[src/rtl/io_fabric_pkg.sv]
// Shared types and helpers for the IO-bus fabric.
package io_fabric_pkg;

  typedef enum logic [1:0] {
    IDLE      = 2'd0,
    WAIT_RESP = 2'd1,
    MISS_RESP = 2'd2
  } io_fabric_state_t;

  localparam int ERROR_COUNT_WIDTH = 16;

  // The timer is sized for the largest legal TIMEOUT_CYCLES so that one
  // type serves every instance; $clog2(65535+1) = 16 bits.
  localparam int TIMEOUT_CYCLES_MAX = 65535;
  localparam int TIMER_WIDTH        = $clog2(TIMEOUT_CYCLES_MAX + 1);

  typedef logic [TIMER_WIDTH-1:0]       timer_t;
  typedef logic [ERROR_COUNT_WIDTH-1:0] error_count_t;

  // Add up to three errors to the counter, sticking at all-ones.
  function automatic error_count_t error_count_add(error_count_t count, logic [1:0] inc);
    logic [ERROR_COUNT_WIDTH:0] sum;
    sum = {1'b0, count} + {{(ERROR_COUNT_WIDTH-1){1'b0}}, inc};
    return sum[ERROR_COUNT_WIDTH] ? '1 : sum[ERROR_COUNT_WIDTH-1:0];
  endfunction

endpackage

[src/rtl/io_fabric_io_address_decoder.sv]
// Window decoder: maps a byte address onto one of NUM_SLAVES equal windows.
module io_address_decoder #(
  parameter int unsigned              NUM_SLAVES   = 8,
  parameter int unsigned              ADDR_WIDTH   = 32,
  parameter logic [ADDR_WIDTH-1:0]    BASE_ADDRESS = '0,
  parameter int unsigned              SPAN_LOG2    = 4,
  parameter int unsigned              IDX_WIDTH    = (NUM_SLAVES > 1) ? $clog2(NUM_SLAVES) : 1
) (
  input  logic [ADDR_WIDTH-1:0] io_address,
  output logic                  hit,
  output logic [IDX_WIDTH-1:0]  idx,
  output logic [SPAN_LOG2-1:0]  offset
);

  logic [ADDR_WIDTH-1:0] w_offset;
  logic [ADDR_WIDTH-1:0] w_window;

  // Addresses below the base wrap to huge offsets, so the explicit
  // lower-bound compare is what rejects them.
  always_comb begin
    w_offset = io_address - BASE_ADDRESS;
    w_window = w_offset >> SPAN_LOG2;
    hit      = (io_address >= BASE_ADDRESS) && (w_window < ADDR_WIDTH'(NUM_SLAVES));
    idx      = w_window[IDX_WIDTH-1:0];
    offset   = w_offset[SPAN_LOG2-1:0];
  end

endmodule

[src/rtl/io_fabric.sv]
// IO-bus fabric: decodes core IO commands onto NUM_SLAVES peripheral windows,
// waits for variable-latency read responses and tracks bus errors.
module io_fabric
  import io_fabric_pkg::*;
#(
  parameter int unsigned              NUM_SLAVES     = 8,
  parameter int unsigned              DATA_WIDTH     = 32,
  parameter int unsigned              ADDR_WIDTH     = 32,
  parameter logic [ADDR_WIDTH-1:0]    BASE_ADDRESS   = '0,
  parameter int unsigned              SPAN_LOG2      = 4,
  parameter int unsigned              TIMEOUT_CYCLES = 255,
  parameter logic [DATA_WIDTH-1:0]    ERROR_DATA     = DATA_WIDTH'(32'hdeadbeef)
) (
  input  logic                             clk,
  input  logic                             reset,
  input  logic                             io_write_en,
  input  logic                             io_read_en,
  input  logic [ADDR_WIDTH-1:0]            io_address,
  input  logic [DATA_WIDTH-1:0]            io_write_data,
  output logic [DATA_WIDTH-1:0]            io_read_data,
  output logic                             io_read_valid,
  output logic                             io_busy,
  output logic [NUM_SLAVES-1:0]            s_write_en,
  output logic [NUM_SLAVES-1:0]            s_read_en,
  output logic [SPAN_LOG2-1:0]             s_address,
  output logic [DATA_WIDTH-1:0]            s_write_data,
  input  logic [NUM_SLAVES*DATA_WIDTH-1:0] s_read_data,
  input  logic [NUM_SLAVES-1:0]            s_read_valid,
  input  logic                             error_clear,
  output logic [ERROR_COUNT_WIDTH-1:0]     error_count,
  output logic                             timeout_flag
);

  localparam int unsigned IDX_WIDTH = (NUM_SLAVES > 1) ? $clog2(NUM_SLAVES) : 1;

  logic                  w_hit;
  logic [IDX_WIDTH-1:0]  w_idx;
  logic [SPAN_LOG2-1:0]  w_offset;

  io_address_decoder #(
    .NUM_SLAVES   (NUM_SLAVES),
    .ADDR_WIDTH   (ADDR_WIDTH),
    .BASE_ADDRESS (BASE_ADDRESS),
    .SPAN_LOG2    (SPAN_LOG2),
    .IDX_WIDTH    (IDX_WIDTH)
  ) u_decoder (
    .io_address (io_address),
    .hit        (w_hit),
    .idx        (w_idx),
    .offset     (w_offset)
  );

  io_fabric_state_t      r_state;
  io_fabric_state_t      w_state_next;
  logic [IDX_WIDTH-1:0]  r_target;
  timer_t                r_timer;
  logic [NUM_SLAVES-1:0] r_s_write_en;
  logic [NUM_SLAVES-1:0] r_s_read_en;
  logic [SPAN_LOG2-1:0]  r_s_address;
  logic [DATA_WIDTH-1:0] r_s_write_data;
  logic [DATA_WIDTH-1:0] r_io_read_data;
  logic                  r_io_read_valid;
  error_count_t          r_error_count;
  logic                  r_timeout_flag;

  logic [NUM_SLAVES-1:0] w_onehot;
  logic                  w_target_valid;
  logic [DATA_WIDTH-1:0] w_target_data;
  logic                  w_strobe_cycle;
  logic                  w_timeout;
  logic                  w_cmd;

  logic [IDX_WIDTH-1:0]  w_target_next;
  timer_t                w_timer_next;
  logic [NUM_SLAVES-1:0] w_s_write_en_next;
  logic [NUM_SLAVES-1:0] w_s_read_en_next;
  logic [SPAN_LOG2-1:0]  w_s_address_next;
  logic [DATA_WIDTH-1:0] w_s_write_data_next;
  logic [DATA_WIDTH-1:0] w_io_read_data_next;
  logic                  w_io_read_valid_next;
  logic [1:0]            w_err_inc;
  logic                  w_timeout_set;

  // Strobe pattern for the decoded window and response selection for the latched target.
  always_comb begin
    w_onehot       = '0;
    w_target_valid = 1'b0;
    w_target_data  = '0;
    for (int i = 0; i < int'(NUM_SLAVES); i++) begin
      w_onehot[i] = (w_idx == IDX_WIDTH'(i));
      if (r_target == IDX_WIDTH'(i)) begin
        w_target_valid = s_read_valid[i];
        w_target_data  = s_read_data[i*DATA_WIDTH +: DATA_WIDTH];
      end
    end
  end

  // The timer only starts counting once the read strobe has gone out, so a
  // TIMEOUT_CYCLES wait covers full cycles after the slave saw its strobe.
  assign w_strobe_cycle = |r_s_read_en;
  assign w_timeout      = (r_state == WAIT_RESP) && !w_strobe_cycle && !w_target_valid &&
                          (r_timer == timer_t'(TIMEOUT_CYCLES - 1));
  assign w_cmd          = io_write_en | io_read_en;

  // State register.
  always_ff @(posedge clk) begin
    if (reset) begin
      r_state <= IDLE;
    end else begin
      r_state <= w_state_next;
    end
  end

  // Next-state logic.
  always_comb begin
    w_state_next = r_state;
    case (r_state)
      IDLE: begin
        if (io_read_en && !io_write_en) begin
          w_state_next = w_hit ? WAIT_RESP : MISS_RESP;
        end
      end
      WAIT_RESP: begin
        if (w_target_valid || w_timeout) begin
          w_state_next = IDLE;
        end
      end
      MISS_RESP: w_state_next = IDLE;
      default:   w_state_next = IDLE;
    endcase
  end

  // Output logic: next values of every registered output plus error bookkeeping.
  always_comb begin
    w_target_next        = r_target;
    w_timer_next         = r_timer;
    w_s_write_en_next    = '0;
    w_s_read_en_next     = '0;
    w_s_address_next     = r_s_address;
    w_s_write_data_next  = r_s_write_data;
    w_io_read_data_next  = r_io_read_data;
    w_io_read_valid_next = 1'b0;
    w_err_inc            = 2'd0;
    w_timeout_set        = 1'b0;
    case (r_state)
      IDLE: begin
        w_s_address_next = w_offset;
        if (io_write_en) begin
          if (w_hit) begin
            w_s_write_en_next   = w_onehot;
            w_s_write_data_next = io_write_data;
          end else begin
            w_err_inc = w_err_inc + 2'd1;
          end
          // A read issued alongside a write is dropped and counted.
          if (io_read_en) begin
            w_err_inc = w_err_inc + 2'd1;
          end
        end else if (io_read_en && w_hit) begin
          w_s_read_en_next = w_onehot;
          w_target_next    = w_idx;
          w_timer_next     = '0;
        end
      end
      WAIT_RESP: begin
        if (w_cmd) begin
          w_err_inc = w_err_inc + 2'd1;
        end
        if (!w_strobe_cycle) begin
          w_timer_next = r_timer + timer_t'(1);
        end
        if (w_target_valid) begin
          w_io_read_data_next  = w_target_data;
          w_io_read_valid_next = 1'b1;
        end else if (w_timeout) begin
          w_io_read_data_next  = ERROR_DATA;
          w_io_read_valid_next = 1'b1;
          w_timeout_set        = 1'b1;
          w_err_inc            = w_err_inc + 2'd1;
        end
      end
      MISS_RESP: begin
        if (w_cmd) begin
          w_err_inc = w_err_inc + 2'd1;
        end
        w_io_read_data_next  = ERROR_DATA;
        w_io_read_valid_next = 1'b1;
        w_err_inc            = w_err_inc + 2'd1;
      end
      default: ;
    endcase
  end

  // Registered datapath, strobes and error tracking; clear beats any increment.
  always_ff @(posedge clk) begin
    if (reset) begin
      r_target        <= '0;
      r_timer         <= '0;
      r_s_write_en    <= '0;
      r_s_read_en     <= '0;
      r_s_address     <= '0;
      r_s_write_data  <= '0;
      r_io_read_data  <= '0;
      r_io_read_valid <= 1'b0;
      r_error_count   <= '0;
      r_timeout_flag  <= 1'b0;
    end else begin
      r_target        <= w_target_next;
      r_timer         <= w_timer_next;
      r_s_write_en    <= w_s_write_en_next;
      r_s_read_en     <= w_s_read_en_next;
      r_s_address     <= w_s_address_next;
      r_s_write_data  <= w_s_write_data_next;
      r_io_read_data  <= w_io_read_data_next;
      r_io_read_valid <= w_io_read_valid_next;
      if (error_clear) begin
        r_error_count  <= '0;
        r_timeout_flag <= 1'b0;
      end else begin
        r_error_count <= error_count_add(r_error_count, w_err_inc);
        if (w_timeout_set) begin
          r_timeout_flag <= 1'b1;
        end
      end
    end
  end

  assign io_busy       = (r_state != IDLE);
  assign io_read_data  = r_io_read_data;
  assign io_read_valid = r_io_read_valid;
  assign s_write_en    = r_s_write_en;
  assign s_read_en     = r_s_read_en;
  assign s_address     = r_s_address;
  assign s_write_data  = r_s_write_data;
  assign error_count   = r_error_count;
  assign timeout_flag  = r_timeout_flag;

endmodule
[config.mk]
export PLATFORM = sky130hd
export DESIGN_NAME = io_fabric
export DESIGN_NICKNAME = d
export VERILOG_FILES = /design/src/rtl/io_fabric_pkg.sv /design/src/rtl/io_fabric_io_address_decoder.sv /design/src/rtl/io_fabric.sv
export SDC_FILE = /design/constraint.sdc
export NUM_CORES = 1
export LEC_CHECK = 0
export CAP_MARGIN = 20
export CORE_AREA = 5 5 166 168
export CTS_CLUSTER_SIZE = 10
export DETAILED_ROUTE_END_ITERATION = 16
export DIE_AREA = 0 0 171 173
export HOLD_SLACK_MARGIN = 0.08
export PLACE_DENSITY = 0.72
export RECOVER_POWER = 100
export SKIP_CTS_REPAIR_TIMING = 1
export SYNTH_ARGS = -nofsm -noshare
export SYNTH_HDL_FRONTEND = slang
export SYNTH_SLANG_ARGS = --single-unit
[constraint.sdc]
create_clock -name clk -period 4.9 [get_ports clk]
set_clock_uncertainty 0.1 [all_clocks]
set_input_delay 0.49 -clock clk [delete_from_list [all_inputs] [get_ports clk]]
set_output_delay 0.49 -clock clk [all_outputs]
set_load 0.02 [all_outputs]
==> flow_summary_export.csv <==
group,metric,value,unit
detailed_routing,avgViaCountPerCell,4.956,
yosys,synth_warnings,0,
floorplan,floorplan.die_area,29580,µm²
setup_path,kind_of_launch_point_of_the_worst_setup_path,"flop",
global_routing,use_met2,0.3306,
layout,layout.nets,1438,
sta,slew_headroom,-0.5470,
detailed_routing,drt_drc_violations_left,0,
power,p_leak,4.559,nW
layout,drive_gt1_frac,0.1130,
sta,max_slew.worst_pin.slew,2.320,ns
setup_path,path_buf_inv,3,
placed_design,numPortBuffers,435,
placed_design,gpl.final_weighted_congestion,0.8623,
setup_path,timing.critical_path.to_type,"flop",
floorplan,core_area,25760,µm²
setup_path,critical-path-top-cell-by-count,"sky130_fd_sc_hd__ha_1",
sta,period_share,0.8958,
setup_path,path_cells,"inv_1 > ha_1 > nor4bb_1 > nand4_1 > or3_1 > nor2_1 > ha_1 > mux2i_1 > o22ai_1 > ha_1 > inv_1 > fa_1 > and3b_1 > and3_1 > nand3_1 > clkbuf_1 > o21ai_0 > and2_0",
global_routing,gr-max-usage-layer,"met2",
power,pwr_density_cell,223.1,nW/µm²
clocking,clock_buffer_depth,2,
clocking,numCtsBuffers,17,
floorplan,start_util,0.2781,
clocking,tritoncts_num_sinks,123,
clocking,htree_num_levels,4,
clocking,cts_tree,"done",
setup_path,crit_required,5.10,ns
yosys,syn-num-nets,1027,
setup_path,worst-setup-path-type,"flop to flop",
floorplan,fp.dieH,173,µm
floorplan,die_x,171,µm
layout,layout.filler_cells,2414,
layout,ant_diodes,0,
layout,design_area,12220,µm²
yosys,synthDistinctLibCells,62,
floorplan,floorplan.io_pins,436,
worst_hold_path,min-delay-path-class,"flop to flop",
clocking,worstSkewPairLatency,0.41,ns
yosys,synth_enable_flop_cells,0,
sta,max_clock_freq,0.2278,GHz
placed_design,detailed_place.area,11760,µm²
placed_design,final_hpwl_dp,23.31,mm
floorplan,core.rowCount,59,
setup_path,crit_arrival,4.59,ns
setup_path,cpLargestDelayFamily,"simple AND/OR/NAND/NOR gates",
detailed_routing,drt-wirelength-per-cell,19.93,µm
sta,slew_viol_final,44,
global_routing,number_of_antenna_violations_at_the_first_check_in_global_routing,0,
outcome,outcome,"complete, but fails checks",
setup_path,timing.critical_path.slowest_cell_delay,0.46,ns
yosys,synthTopCellsByArea,"sky130_fd_sc_hd__dfxtp_1 34%, sky130_fd_sc_hd__mux4_2 20%, sky130_fd_sc_hd__mux2i_1 7.0%",
sta,grt_setup_unrepaired,"no",
global_routing,first_pass_grt_wire_length,41.71,mm
setup_path,cpMaxStageDelayCell,"sky130_fd_sc_hd__or3_1",
yosys,synthCells,682,
yosys,yosysMostFrequentCell,"sky130_fd_sc_hd__dfxtp_1",
yosys,yosys_register_bits,123,
yosys,yosys.area.top_type,"sky130_fd_sc_hd__dfxtp_1",
layout,final-instance-count-excl-fill,1441,
detailed_routing,drtIter0Drc,356,
detailed_routing,route.antenna.remaining_nets,0,
detailed_routing,routed-via-count,7141,
detailed_routing,totalWireLength,28.73,mm
yosys,ys.flop_type,"sky130_fd_sc_hd__dfxtp_1",
yosys,synth.avg_cell_area,10.50,µm²
global_routing,grt_use_met3,0.05342,
flow_run,cap_violations,2,
detailed_routing,firstDrtPassIters,5,
yosys,syn-cell-area,7164,µm²
global_routing,grt_pass1_vias,7177,
yosys,area_share_of_the_largest_cell_type_after_synthesis,0.3437,
sta,final_period_demand_of_the_worst_path,4.389,ns
outcome,violations,"max-capacitance violations, max-slew violations",
placed_design,placed_cells_incl_taps,1409,
clocking,cts_root_buffer,"sky130_fd_sc_hd__clkbuf_16",
yosys,ys_seq_area_frac,0.3437,
global_routing,use_met1,0.2165,
layout,syn_to_final_growth,70.61,%
power,peakVddDrop,205.6,µV
yosys,synth_commonest_cells,"123 x sky130_fd_sc_hd__dfxtp_1, 66 x sky130_fd_sc_hd__nor2_1, 65 x sky130_fd_sc_hd__mux4_2",
yosys,async_reset_ff_frac,0,
sta,finalHoldViolCount,0,
global_routing,grt_remaining_overflow,0,
sta,setup_viol,0,
global_routing,grt_start_max_net_pins,82,
sta,totalNegativeSetupSlack,0,ns
setup_path,critical_path.max_fanout,12,
clocking,clock_pin_transition_on_the_worst_setup_and_hold_timing_paths,0.07,ns
global_routing,gr-usage-all-layers,0.1828,
[placed cells by master, fill, tap and decap left out, drive strengths merged, types with 2 or more instances in the layout]
master / netlist / final
a2111oi: 2 / 2
a211oi: 48 / 48
a21o: 2 / 2
a21oi: 27 / 27
a31oi: 2 / 2
and2: 4 / 4
and3: 9 / 9
and4: 3 / 3
buf: 25 / 6
clkbuf: 26 / 20
clkdlybuf4s50: 0 / 330
clkinv: 0 / 3
clkinvlp: 0 / 2
dfxtp: 123 / 123
dlygate4sd3: 0 / 104
ha: 11 / 11
inv: 39 / 48
mux2: 2 / 2
mux2i: 50 / 50
mux4: 65 / 65
nand2: 27 / 27
nand2b: 6 / 6
nand3: 9 / 9
nand4: 12 / 12
nor2: 67 / 67
nor2b: 25 / 25
nor3: 10 / 10
nor4: 8 / 8
o21ai: 16 / 16
o22ai: 2 / 2
o31ai: 10 / 10
o32a: 8 / 8
o32ai: 2 / 2
or2: 3 / 3
or3: 12 / 12
xnor2: 5 / 5
xor2: 7 / 7
[worst min-delay path: cells and delay by family (launching register included)]
kind | cells | cell delay (ns)
buffers and inverters | 1 | 0.05
DFF | 1 | 0.31
AOI/OAI and AO/OA | 1 | 0.05
[metal layers]
metal	vias to the layer above	part of all wire	wire length, µm
met2	339	0.51	14720
li1	3388	-	-
met1	3399	0.39	11120
met3	15	0.093	2660
met5	-	0	0
met4	0	0.0078	225
[per-stage QoR]
| stage | util | setup slack, ns | power (mW) | hold slack [ns] |
|---|---|---|---|---|
| after global placement | 0.4566 | 0.5212 | 1.534 | 0.3436 |
| after CTS | 0.4790 | 0.6379 | 2.787 | 0.3616 |
| final | 0.4744 | 0.5105 | 2.727 | 0.3545 |
| after floorplan | - | 1.103 | 1.196 | 0.3532 |
| after detailed placement | 0.4566 | 0.4112 | 1.541 | 0.3507 |
| after global routing | 0.4744 | 0.1825 | 2.840 | 0.3741 |
[registers in the layout, indices dropped and copies added, names as in the netlist]
signal,count
error_count,16
io_read_data,32
io_read_valid,1
r_state,2
r_target,3
r_timer,16
s_address,4
s_read_en,8
s_write_data,32
s_write_en,8
timeout_flag,1
[path summary, 6_finish.rpt]
path,end,from,slack (ns),depth (start not counted)
worst min-delay path,io_read_data[28],io_read_data[28],0.35,2
worst max register to register,error_count[5],r_state[1],0.51,18
worst min register to register,io_read_data[28],io_read_data[28],0.35,2
worst max-delay path,error_count[5],r_state[1],0.51,18
[layout make-up]
type,count,area [µm²],area share
Clock buffer,17,425.4,0.03480
Multi-Input combinational cell,469,4209,0.3444
Tap cell,335,419.2,0.03429
Clock inverter,15,151.4,0.01239
Inverter,39,146.4,0.01198
Sequential cell,123,2471,0.2022
Timing Repair Buffer,443,4400,0.3600
[report_power, final]
| part | switching [mW] | internal, mW |
|---|---|---|
| sequential | 0.0112 | 1.02 |
| clock | 0.510 | 0.716 |
| combinational | 0.152 | 0.319 |
[cells by family after synthesis]
| kind of cell | after synthesis | share of synthesized area |
|---|---|---|
| flops | 123 | 0.3437 |
| mux | 117 | 0.2773 |
| compound gates | 126 | 0.1395 |
| xor+xnor | 12 | 0.01467 |
| fa+ha+maj | 12 | 0.02200 |
| simple gates | 202 | 0.1479 |
| buf+inv | 90 | 0.05484 |
Note: power is estimated with default switching activity, not from simulation.
